--- src/rtl/mc_control.sv ---
// Multicycle MIPS main controller.
//
// state  | meaning
// -------+---------------------------------------------
// FETCH  | read instruction, PC <= PC + 4
// DECODE | read registers, precompute branch target
// MEMADR | compute load/store address
// MEMRD  | read data memory
// MEMWB  | write loaded word to rt
// MEMWR  | write rt to data memory
// RTEXE  | R-type ALU operation
// ALUWB  | write ALU result to rd
// BRANCH | compare for beq, select branch target
// IEXE   | addi/ori ALU operation
// IWB    | write immediate result to rt
// JUMP   | load jump target into PC
module mc_control (
    input  logic       clk,
    input  logic       reset,
    input  logic [5:0] Op,
    input  logic [5:0] Funct,
    input  logic       Zero,
    output logic [3:0] State,
    output logic       PCEn,
    output logic       IorD,
    output logic       MemWrite,
    output logic       IRWrite,
    output logic       RegWrite,
    output logic       RegDst,
    output logic       MemtoReg,
    output logic       ALUSrcA,
    output logic [1:0] ALUSrcB,
    output logic [1:0] PCSrc,
    output logic [2:0] ALUControl
);

    typedef enum logic [3:0] {
        FETCH  = 4'd0,
        DECODE = 4'd1,
        MEMADR = 4'd2,
        MEMRD  = 4'd3,
        MEMWB  = 4'd4,
        MEMWR  = 4'd5,
        RTEXE  = 4'd6,
        ALUWB  = 4'd7,
        BRANCH = 4'd8,
        IEXE   = 4'd9,
        IWB    = 4'd10,
        JUMP   = 4'd11
    } state_t;

    typedef struct packed {
        logic       pcwrite;
        logic       branch;
        logic       iord;
        logic       memwrite;
        logic       irwrite;
        logic       regwrite;
        logic       regdst;
        logic       memtoreg;
        logic       alusrca;
        logic [1:0] alusrcb;
        logic [1:0] pcsrc;
        logic [2:0] aluctl;
    } ctl_t;

    localparam logic [5:0] OP_RTYPE = 6'b000000;
    localparam logic [5:0] OP_LW    = 6'b100011;
    localparam logic [5:0] OP_SW    = 6'b101011;
    localparam logic [5:0] OP_BEQ   = 6'b000100;
    localparam logic [5:0] OP_ADDI  = 6'b001000;
    localparam logic [5:0] OP_ORI   = 6'b001101;
    localparam logic [5:0] OP_J     = 6'b000010;

    localparam logic [2:0] ALU_ADD = 3'b010;

    // Moore decode of the control word for a given state.
    function automatic ctl_t decode_ctl(state_t s, logic [2:0] alu_sel);
        ctl_t c;
        c        = '0;
        c.aluctl = ALU_ADD;
        case (s)
            FETCH:  begin c.irwrite = 1'b1; c.pcwrite = 1'b1; c.alusrcb = 2'b01; end
            DECODE: c.alusrcb = 2'b11;
            MEMADR: begin c.alusrca = 1'b1; c.alusrcb = 2'b10; end
            MEMRD:  c.iord = 1'b1;
            MEMWB:  begin c.memtoreg = 1'b1; c.regwrite = 1'b1; end
            MEMWR:  begin c.iord = 1'b1; c.memwrite = 1'b1; end
            RTEXE:  begin c.alusrca = 1'b1; c.aluctl = alu_sel; end
            ALUWB:  begin c.regdst = 1'b1; c.regwrite = 1'b1; end
            BRANCH: begin
                c.alusrca = 1'b1;
                c.aluctl  = 3'b110;
                c.pcsrc   = 2'b01;
                c.branch  = 1'b1;
            end
            IEXE:   begin c.alusrca = 1'b1; c.alusrcb = 2'b10; c.aluctl = alu_sel; end
            IWB:    c.regwrite = 1'b1;
            JUMP:   begin c.pcsrc = 2'b10; c.pcwrite = 1'b1; end
            default: ;
        endcase
        return c;
    endfunction

    state_t     state, state_nxt;
    ctl_t       ctl;
    logic [2:0] alu_q, alu_nxt;
    logic       lw_q, lw_nxt;
    logic       rt_ok;
    logic [2:0] rt_alu;

    // Funct decode for supported R-type operations.
    always_comb begin
        rt_ok  = 1'b1;
        rt_alu = ALU_ADD;
        case (Funct)
            6'b100000: rt_alu = 3'b010;
            6'b100010: rt_alu = 3'b110;
            6'b100100: rt_alu = 3'b000;
            6'b100101: rt_alu = 3'b001;
            6'b101010: rt_alu = 3'b111;
            default:   rt_ok  = 1'b0;
        endcase
    end

    // Next state; the opcode is captured in DECODE so later opcode changes are ignored.
    always_comb begin
        state_nxt = FETCH;
        alu_nxt   = alu_q;
        lw_nxt    = lw_q;
        case (state)
            FETCH:  state_nxt = DECODE;
            DECODE: begin
                lw_nxt = (Op == OP_LW);
                case (Op)
                    OP_LW, OP_SW: state_nxt = MEMADR;
                    OP_RTYPE: if (rt_ok) begin
                        state_nxt = RTEXE;
                        alu_nxt   = rt_alu;
                    end
                    OP_BEQ:  state_nxt = BRANCH;
                    OP_ADDI: begin state_nxt = IEXE; alu_nxt = 3'b010; end
                    OP_ORI:  begin state_nxt = IEXE; alu_nxt = 3'b001; end
                    OP_J:    state_nxt = JUMP;
                    default: state_nxt = FETCH;
                endcase
            end
            MEMADR: state_nxt = lw_q ? MEMRD : MEMWR;
            MEMRD:  state_nxt = MEMWB;
            RTEXE:  state_nxt = ALUWB;
            IEXE:   state_nxt = IWB;
            default: state_nxt = FETCH;
        endcase
    end

    // State register with the control word registered alongside it.
    always_ff @(posedge clk) begin
        if (reset) begin
            state <= FETCH;
            ctl   <= decode_ctl(FETCH, ALU_ADD);
            alu_q <= ALU_ADD;
            lw_q  <= 1'b0;
        end else begin
            state <= state_nxt;
            ctl   <= decode_ctl(state_nxt, alu_nxt);
            alu_q <= alu_nxt;
            lw_q  <= lw_nxt;
        end
    end

    // Write enables are held off while reset is high, independent of the clock.
    assign State      = state;
    assign PCEn       = ~reset & (ctl.pcwrite | (ctl.branch & Zero));
    assign IRWrite    = ~reset & ctl.irwrite;
    assign RegWrite   = ~reset & ctl.regwrite;
    assign MemWrite   = ~reset & ctl.memwrite;
    assign IorD       = ctl.iord;
    assign RegDst     = ctl.regdst;
    assign MemtoReg   = ctl.memtoreg;
    assign ALUSrcA    = ctl.alusrca;
    assign ALUSrcB    = ctl.alusrcb;
    assign PCSrc      = ctl.pcsrc;
    assign ALUControl = ctl.aluctl;

endmodule

--- config.mk ---
export PLATFORM = sky130hd
export DESIGN_NAME = mc_control
export DESIGN_NICKNAME = d
export VERILOG_FILES = /design/src/rtl/mc_control.sv
export SDC_FILE = /design/constraint.sdc
export NUM_CORES = 1
export LEC_CHECK = 0
export CAP_MARGIN = 15
export CORE_MARGIN = 3
export CORE_UTILIZATION = 33
export CTS_BUF_LIST = sky130_fd_sc_hd__clkbuf_2 sky130_fd_sc_hd__clkbuf_4 sky130_fd_sc_hd__clkbuf_8
export CTS_CLUSTER_SIZE = 25
export DETAILED_ROUTE_END_ITERATION = 16
export PLACE_DENSITY_LB_ADDON = 0.1
export SETUP_SLACK_MARGIN = 0.5
export SYNTH_ARGS = -nofsm -noshare
export SYNTH_HDL_FRONTEND = slang
export SYNTH_SLANG_ARGS = --single-unit
--- constraint.sdc ---
create_clock -name clk -period 6.2 [get_ports clk]
set_clock_uncertainty 0.1 [all_clocks]
set_input_delay 1.55 -clock clk [delete_from_list [all_inputs] [get_ports clk]]
set_output_delay 1.55 -clock clk [all_outputs]
set_load 0.005 [all_outputs]
-- Word level (Yosys, flattened, before mapping)
Index checks and enable logic that the tools add are counted.
- register bits: 24
- word-level logic and storage cells: 82
- output and inout bits: 19
- input bits: 15
- bitwise logic cells: 7
- reduce and logical (&&, ||, !) cells: 12
- eq/ne operators: 27
- multiplexer cells: 21
- operators with widths (kind ; number):
    $eq 6x6->1 const B ; 7
    $pmux 4 s6 ; 1
    $eq 4x3->1 const B ; 5
    $eq 4x4->1 const B ; 5
    $pmux 4 s5 ; 1
    $eq 4x2->1 const B ; 4
    $eq 6x4->1 const B ; 2
    $mux 3 ; 4
    $pmux 3 s4 ; 1
    $reduce_or 2->1 ; 6
    $mux 1 ; 10
    $pmux 3 s3 ; 1
    $eq 4x1->1 const B ; 2
    $logic_not 4->1 ; 2
    $eq 6x2->1 const B ; 1
    $eq 6x3->1 const B ; 1
    $logic_not 6->1 ; 1
    $pmux 2 s3 ; 1
    $pmux 3 s2 ; 1
    $and 1x1->1 ; 5
    $reduce_or 5->1 ; 1
    $pmux 2 s2 ; 1
    $reduce_or 4->1 ; 1
    $reduce_or 3->1 ; 1
    2 further kinds ; 2

-- Depth between registers and ports, before layout
Gate-level depths: netlist of run 1.
- depth after elaboration: 9
- mapped depth: 7
- gate-level depth less buffers: 6

-- Least setup slack after synthesis of run 1
Ideal clock, no wire load.
- kind: input to output
- from: input port reset
- to: output port PCEn
- path buffers: 1
- arrival time: 1.870 ns
- required time: 4.550 ns
- stages: 2
- path slack: 2.680 ns
- cells stage by stage: clkbuf_1 -> nor2_1
- longest elaborated chain between the ends: 2
- RTL lines (element ; RTL line ; RTL):
    start, declared ; 19 ; input logic reset,
    $not 1->1 ; 173 ; assign PCEn = ~reset & (ctl.pcwrite | (ctl.branch & Zero));
    $and 1x1->1 ; 173 ;
    end, declared ; 24 ; output logic PCEn,
No other way between the ends.

-- Worst setup path in the final report of run 1
- from: input port reset
- to: output port IRWrite
- longest elaborated chain between the ends: 2
- RTL lines (element ; RTL line ; RTL):
    $not 1->1 ; 174 ; assign IRWrite = ~reset & ctl.irwrite;
    $and 1x1->1 ; 174 ;
    end, declared ; 27 ; output logic IRWrite,
No other way between the ends.

==> flow_summary_export.csv, run 1 <==
group,metric,value,unit
timing,layout_setup_ws,1.43,ns
grt,grt_max_degree,22,
drt,drtPass1Iterations,5,
drt,finalWirelength,2.67,mm
logic_synthesis,synth-main-ff-cell,"dfxtp_1",
outcome,status,"complete, no violations",
grt,grt_pass1_vias,982,
timing,finalCriticalPeriod,4.77,ns
logic_synthesis,synth_seq_cells,22,
timing,finalHoldViolCount,0,
cts,clk_pin_slew,0.11,ns
final_layout,fin_nets,181,
final_layout,antennaDiodeCount,0,
timing,clock.fmax,210,MHz
floorplan,num_rows,20,
timing,hold_slack,0.446,ns
logic_synthesis,synth_top_cell_area_share,37.8,%
setup_path,startpoint_type,"input port",
cts,cts-root-buf,"clkbuf_4",
timing,rsz0062_at_grt,"false",
logic_synthesis,synthesis.area,0.00116,mm²
grt,grt.busiest_layer,"met2",
cts,clock_path_buffers,2,
floorplan,dieHeight,65.4,µm
run,cap_violations,0,
logic_synthesis,synth_nets,153,
floorplan,ioPinCount,34,
placement,gp_congestion,0.790,
final_layout,final_layout_size_suffix_gt1_share,9.09,%
logic_synthesis,seq_area_frac_synth,37.8,%
logic_synthesis,synth_area_leaders,"dfxtp_1, nor2_1, buf_4, nand2_1, nor3_1",
power_and_ir_drop,p_leak,0.000527,µW
floorplan,start_util,36.3,%
final_layout,final_common_cell,"clkdlybuf4s50_1",
setup_path,crit_required,4.55,ns
timing,tns,0,ns
final_layout,area_growth,31.2,%
timing,finalSetupViolations,0,
timing,relSlewSlack,49.5,%
logic_synthesis,yosys_warnings,0,
logic_synthesis,netlist-cell-type-count,42,
power_and_ir_drop,power_density,203,mW/mm²
logic_synthesis,synth_edf_count,0,
cts,h-tree-depth,1,
logic_synthesis,ys_async_sr_fraction,0,%
timing,period_share,76.9,%
cts,clkLatencyLatePin,0.29,ns
timing,worstMarginPinSlew,0.755,ns
worst_hold_path,hold_class,"reg -> reg",
power_and_ir_drop,ir_drop,144,µV
cts,cts_tree,"built",
drt,vias_per_cell,5.00,
setup_path,path_class,"in -> out",
floorplan,core-area,0.00320,mm²
drt,vias,1044,
grt,grtUsageMet2,21.4,%
floorplan,die_width,65.4,µm
grt,track_usage,13.3,%
placement,dpl_worst_slack,1.44,ns
grt,grt_first_pass_wirelength,4.50,mm
drt,ant_nets,0,
setup_path,cp_max_fo,21,
cts,cts_made_buffers,3,
floorplan,dieArea,0.00427,mm²
placement,dp_hpwl,2.02,mm
placement,port_buffers,33,
drt,wire_per_inst,12.8,µm
cts,post_cts_resized,0,
final_layout,layout_common_cells,"clkdlybuf4s50_1, dfxtp_1, nor2_1, nand2_1, nor3_1",
grt,grt_use_met1,17.7,%
drt,drcViolationCount,0,
drt,drtIter0Drc,28,
setup_path,end_kind,"primary output",
grt,met3_usage,3.93,%
timing,slew_violations,0,
grt,antenna_found_initial,0,
cts,ctsHoldBuffers,0,
logic_synthesis,synth_cells,138,
setup_path,crit_arrival,3.12,ns
cts,post-cts-setup-buffers,0,
logic_synthesis,yosys.area.top_type,"dfxtp_1",
logic_synthesis,syn_avg_cell_area,8.43,µm²
grt,overflow,0,
cts,numClockSinks,22,
==> area by class of cell <==
cell class,count,area [µm²]
inverter,4,15.0
sequential,22,440
tap,44,55.1
fill,332,1680
timing repair buffer,33,330
multi-input combinational,102,633
clock inverter,1,30.0
clock buffer,3,22.5
==> sequential cells by signal (all words and copies together) (netlist names) <==
| name | count |
|---|---|
| State | 4 |
| MemtoReg | 1 |
| IorD | 1 |
| RegDst | 1 |
| lw_q | 1 |
| alu_q | 2 |
| ALUControl | 3 |
| ALUSrcB | 2 |
| PCSrc | 2 |
| ctl | 4 |
| ALUSrcA | 1 |
==> routing by layer <==
layer / vias up / part of all wire, %
met5: - / 0
met4: 0 / 0.49
met3: 2 / 4.1
met2: 26 / 47
met1: 469 / 48
li1: 547 / -
==> cell families (layout without fill, tap and decap cells) <==
logic type | after synthesis | after routing | share of synthesized area [%]
xor gates and xnor gates | 1 | 1 | 0.753
and+or+nand+nor | 62 | 62 | 26.5
muxes | 4 | 4 | 3.55
AOI/OAI and AO/OA | 35 | 35 | 23.7
DFF | 22 | 22 | 37.8
buffers and inverters | 14 | 41 | 7.74
==> synth_stat cells (2+ instances only) <==
master	number
nand2_1	14
nor2b_1	6
inv_1	4
a21o_1	2
a21oi_1	7
nor3b_1	2
a31o_2	2
nor2_1	17
nor3_1	8
o21ai_0	2
o21bai_1	2
o22ai_1	2
dfxtp_1	22
nand2b_1	3
a211oi_1	2
a31oi_1	3
nand3_1	6
mux2i_1	3
buf_4	8
==> worst paths after layout <==
path | end | start | slack (ns) | depth (start not counted)
max | IRWrite | reset | 1.43 | 3
min | lw_q | lw_q | 0.45 | 2
min reg2reg | lw_q | lw_q | 0.45 | 2
max reg2reg | ctl[15] | State[0] | 3.91 | 6
==> metrics by stage <==
stage,power (µW),util [%],cell area [µm²],instances
after floorplan,183,-,1160,138
after global placement,205,46.0,1470,205
after detailed placement,205,46.0,1470,205
after CTS,312,47.7,1530,209
after global routing,324,47.7,1530,209
final,310,47.7,1530,209
==> worst max-delay path, stage by stage <==
cell,delay [ns]
clkdlybuf4s50_1,0.80
nor2b_1,0.25
clkdlybuf4s50_1,0.52
==> where the power goes <==
part,internal (µW),switching (µW),leakage (µW)
Sequential,146,3.56,0.000179
Clock,65.4,42.0,0.0000279
Combinational,26.7,26.6,0.000320
Total,238,72.2,0.000527
(Power assumes the default switching activity.)
==> run 2, diff against run 1 <==
clock period = 4.2 ns   (was 6.2 ns; I/O delays follow)
==> flow_summary_export.csv, run 2 (synthesized netlist as in run 1, its figures left out) <==
group,metric,value,unit
outcome,status,"complete, no violations",
power_and_ir_drop,power_density,300,mW/mm²
floorplan,die_width,65.4,µm
drt,drtPass1Iterations,4,
worst_hold_path,hold_class,"reg -> reg",
placement,placed_cell_area,0.00148,mm²
placement,dp_hpwl,2.04,mm
grt,grt_first_pass_wirelength,4.26,mm
drt,drcViolationCount,0,
drt,drtIter0Drc,43,
final_layout,area_growth,31.8,%
setup_path,cp_max_fo,5,
cts,numClockSinks,22,
timing,rsz0062_at_grt,"false",
floorplan,start_util,36.3,%
final_layout,layout_common_cells,"clkdlybuf4s50_1, dfxtp_1, nor2_1, nand2_1, nor3_1",
setup_path,startpoint_type,"input port",
cts,h-tree-depth,1,
cts,clkLatencyLatePin,0.30,ns
setup_path,crit_required,3.05,ns
run,cap_violations,0,
cts,ctsHoldBuffers,0,
timing,finalCriticalPeriod,3.32,ns
floorplan,dieArea,0.00427,mm²
drt,finalWirelength,2.62,mm
timing,period_share,79.1,%
grt,grt_max_degree,18,
cts,cts_made_buffers,3,
cts,post-cts-setup-buffers,0,
floorplan,dieHeight,65.4,µm
drt,ant_nets,0,
timing,finalSetupViolations,0,
cts,clk_pin_slew,0.12,ns
drt,wire_per_inst,12.5,µm
drt,vias_per_cell,5.14,
cts,post_cts_resized,0,
grt,track_usage,12.5,%
setup_path,crit_arrival,2.17,ns
setup_path,path_class,"in -> out",
timing,clock.fmax,301,MHz
final_layout,antennaDiodeCount,0,
floorplan,core-area,0.00320,mm²
drt,vias,1080,
placement,port_buffers,33,
grt,overflow,0,
floorplan,ioPinCount,34,
timing,finalHoldViolCount,0,
final_layout,final_layout_size_suffix_gt1_share,9.64,%
timing,worstMarginPinSlew,0.498,ns
power_and_ir_drop,ir_drop,310,µV
cts,cts_tree,"built",
grt,grt_pass1_vias,1020,
floorplan,num_rows,20,
cts,cts-root-buf,"clkbuf_4",
grt,antenna_found_initial,0,
final_layout,final_common_cell,"clkdlybuf4s50_1",
placement,gp_congestion,0.813,
final_layout,fin_nets,182,
cts,clock_path_buffers,2,
setup_path,end_kind,"primary output",
timing,relSlewSlack,66.6,%
final_layout,final_cell_area,0.00153,mm²
power_and_ir_drop,p_leak,0.000532,µW
timing,slew_violations,0,
timing,tns,0,ns
-- run 2: metrics by stage --
stage | util (%) | setup WS, ns | instances | power [µW] | hold slack [ns]
2_1_floorplan | - | 1.45 | 138 | 270 | 0.376
3_3_place_gp | 46.3 | 0.854 | 206 | 304 | 0.417
3_5_place_dp | 46.3 | 0.835 | 206 | 304 | 0.430
4_1_cts | 47.9 | 0.845 | 210 | 464 | 0.455
5_1_grt | 47.9 | 0.789 | 210 | 482 | 0.492
6_report | 47.9 | 0.877 | 210 | 460 | 0.442
-- run 2: cell type report --
| cell class | instances | area (µm²) |
|---|---|---|
| clock buffers | 3 | 22.5 |
| repair buffers | 34 | 338 |
| well taps | 44 | 55.1 |
| fillers | 343 | 1670 |
| multi-input cells | 102 | 633 |
| flip-flops and latches | 22 | 440 |
| clock inverters | 1 | 30.0 |
| inverters | 4 | 15.0 |
-- run 2: final timing paths --
| check | cells past startpoint | to | slack (ns) | startpoint |
|---|---|---|---|---|
| hold reg to reg | 2 | lw_q | 0.44 | lw_q |
| setup reg to reg | 6 | ctl[15] | 1.94 | State[0] |
| setup / recovery | 3 | IRWrite | 0.88 | reset |
| hold / removal | 2 | lw_q | 0.44 | lw_q |
-- run 2: critical path, cell delays in order --
cell and delay (ns):
clkdlybuf4s50_1 0.48, nor2b_1 0.14, clkdlybuf4s50_1 0.51
-- run 2: power by group --
group / switching, µW / internal [µW]
sequential: 5.52 / 215
clock: 63.7 / 96.5
combinational: 39.2 / 40.0
-- run 2: layer usage --
layer,wire (µm),track usage (%),part of all wire (%)
met1,1230,16.2,47
met2,1220,21.0,46
met3,155,3.59,5.9
met4,14,1.55,0.53
met5,0,0,0
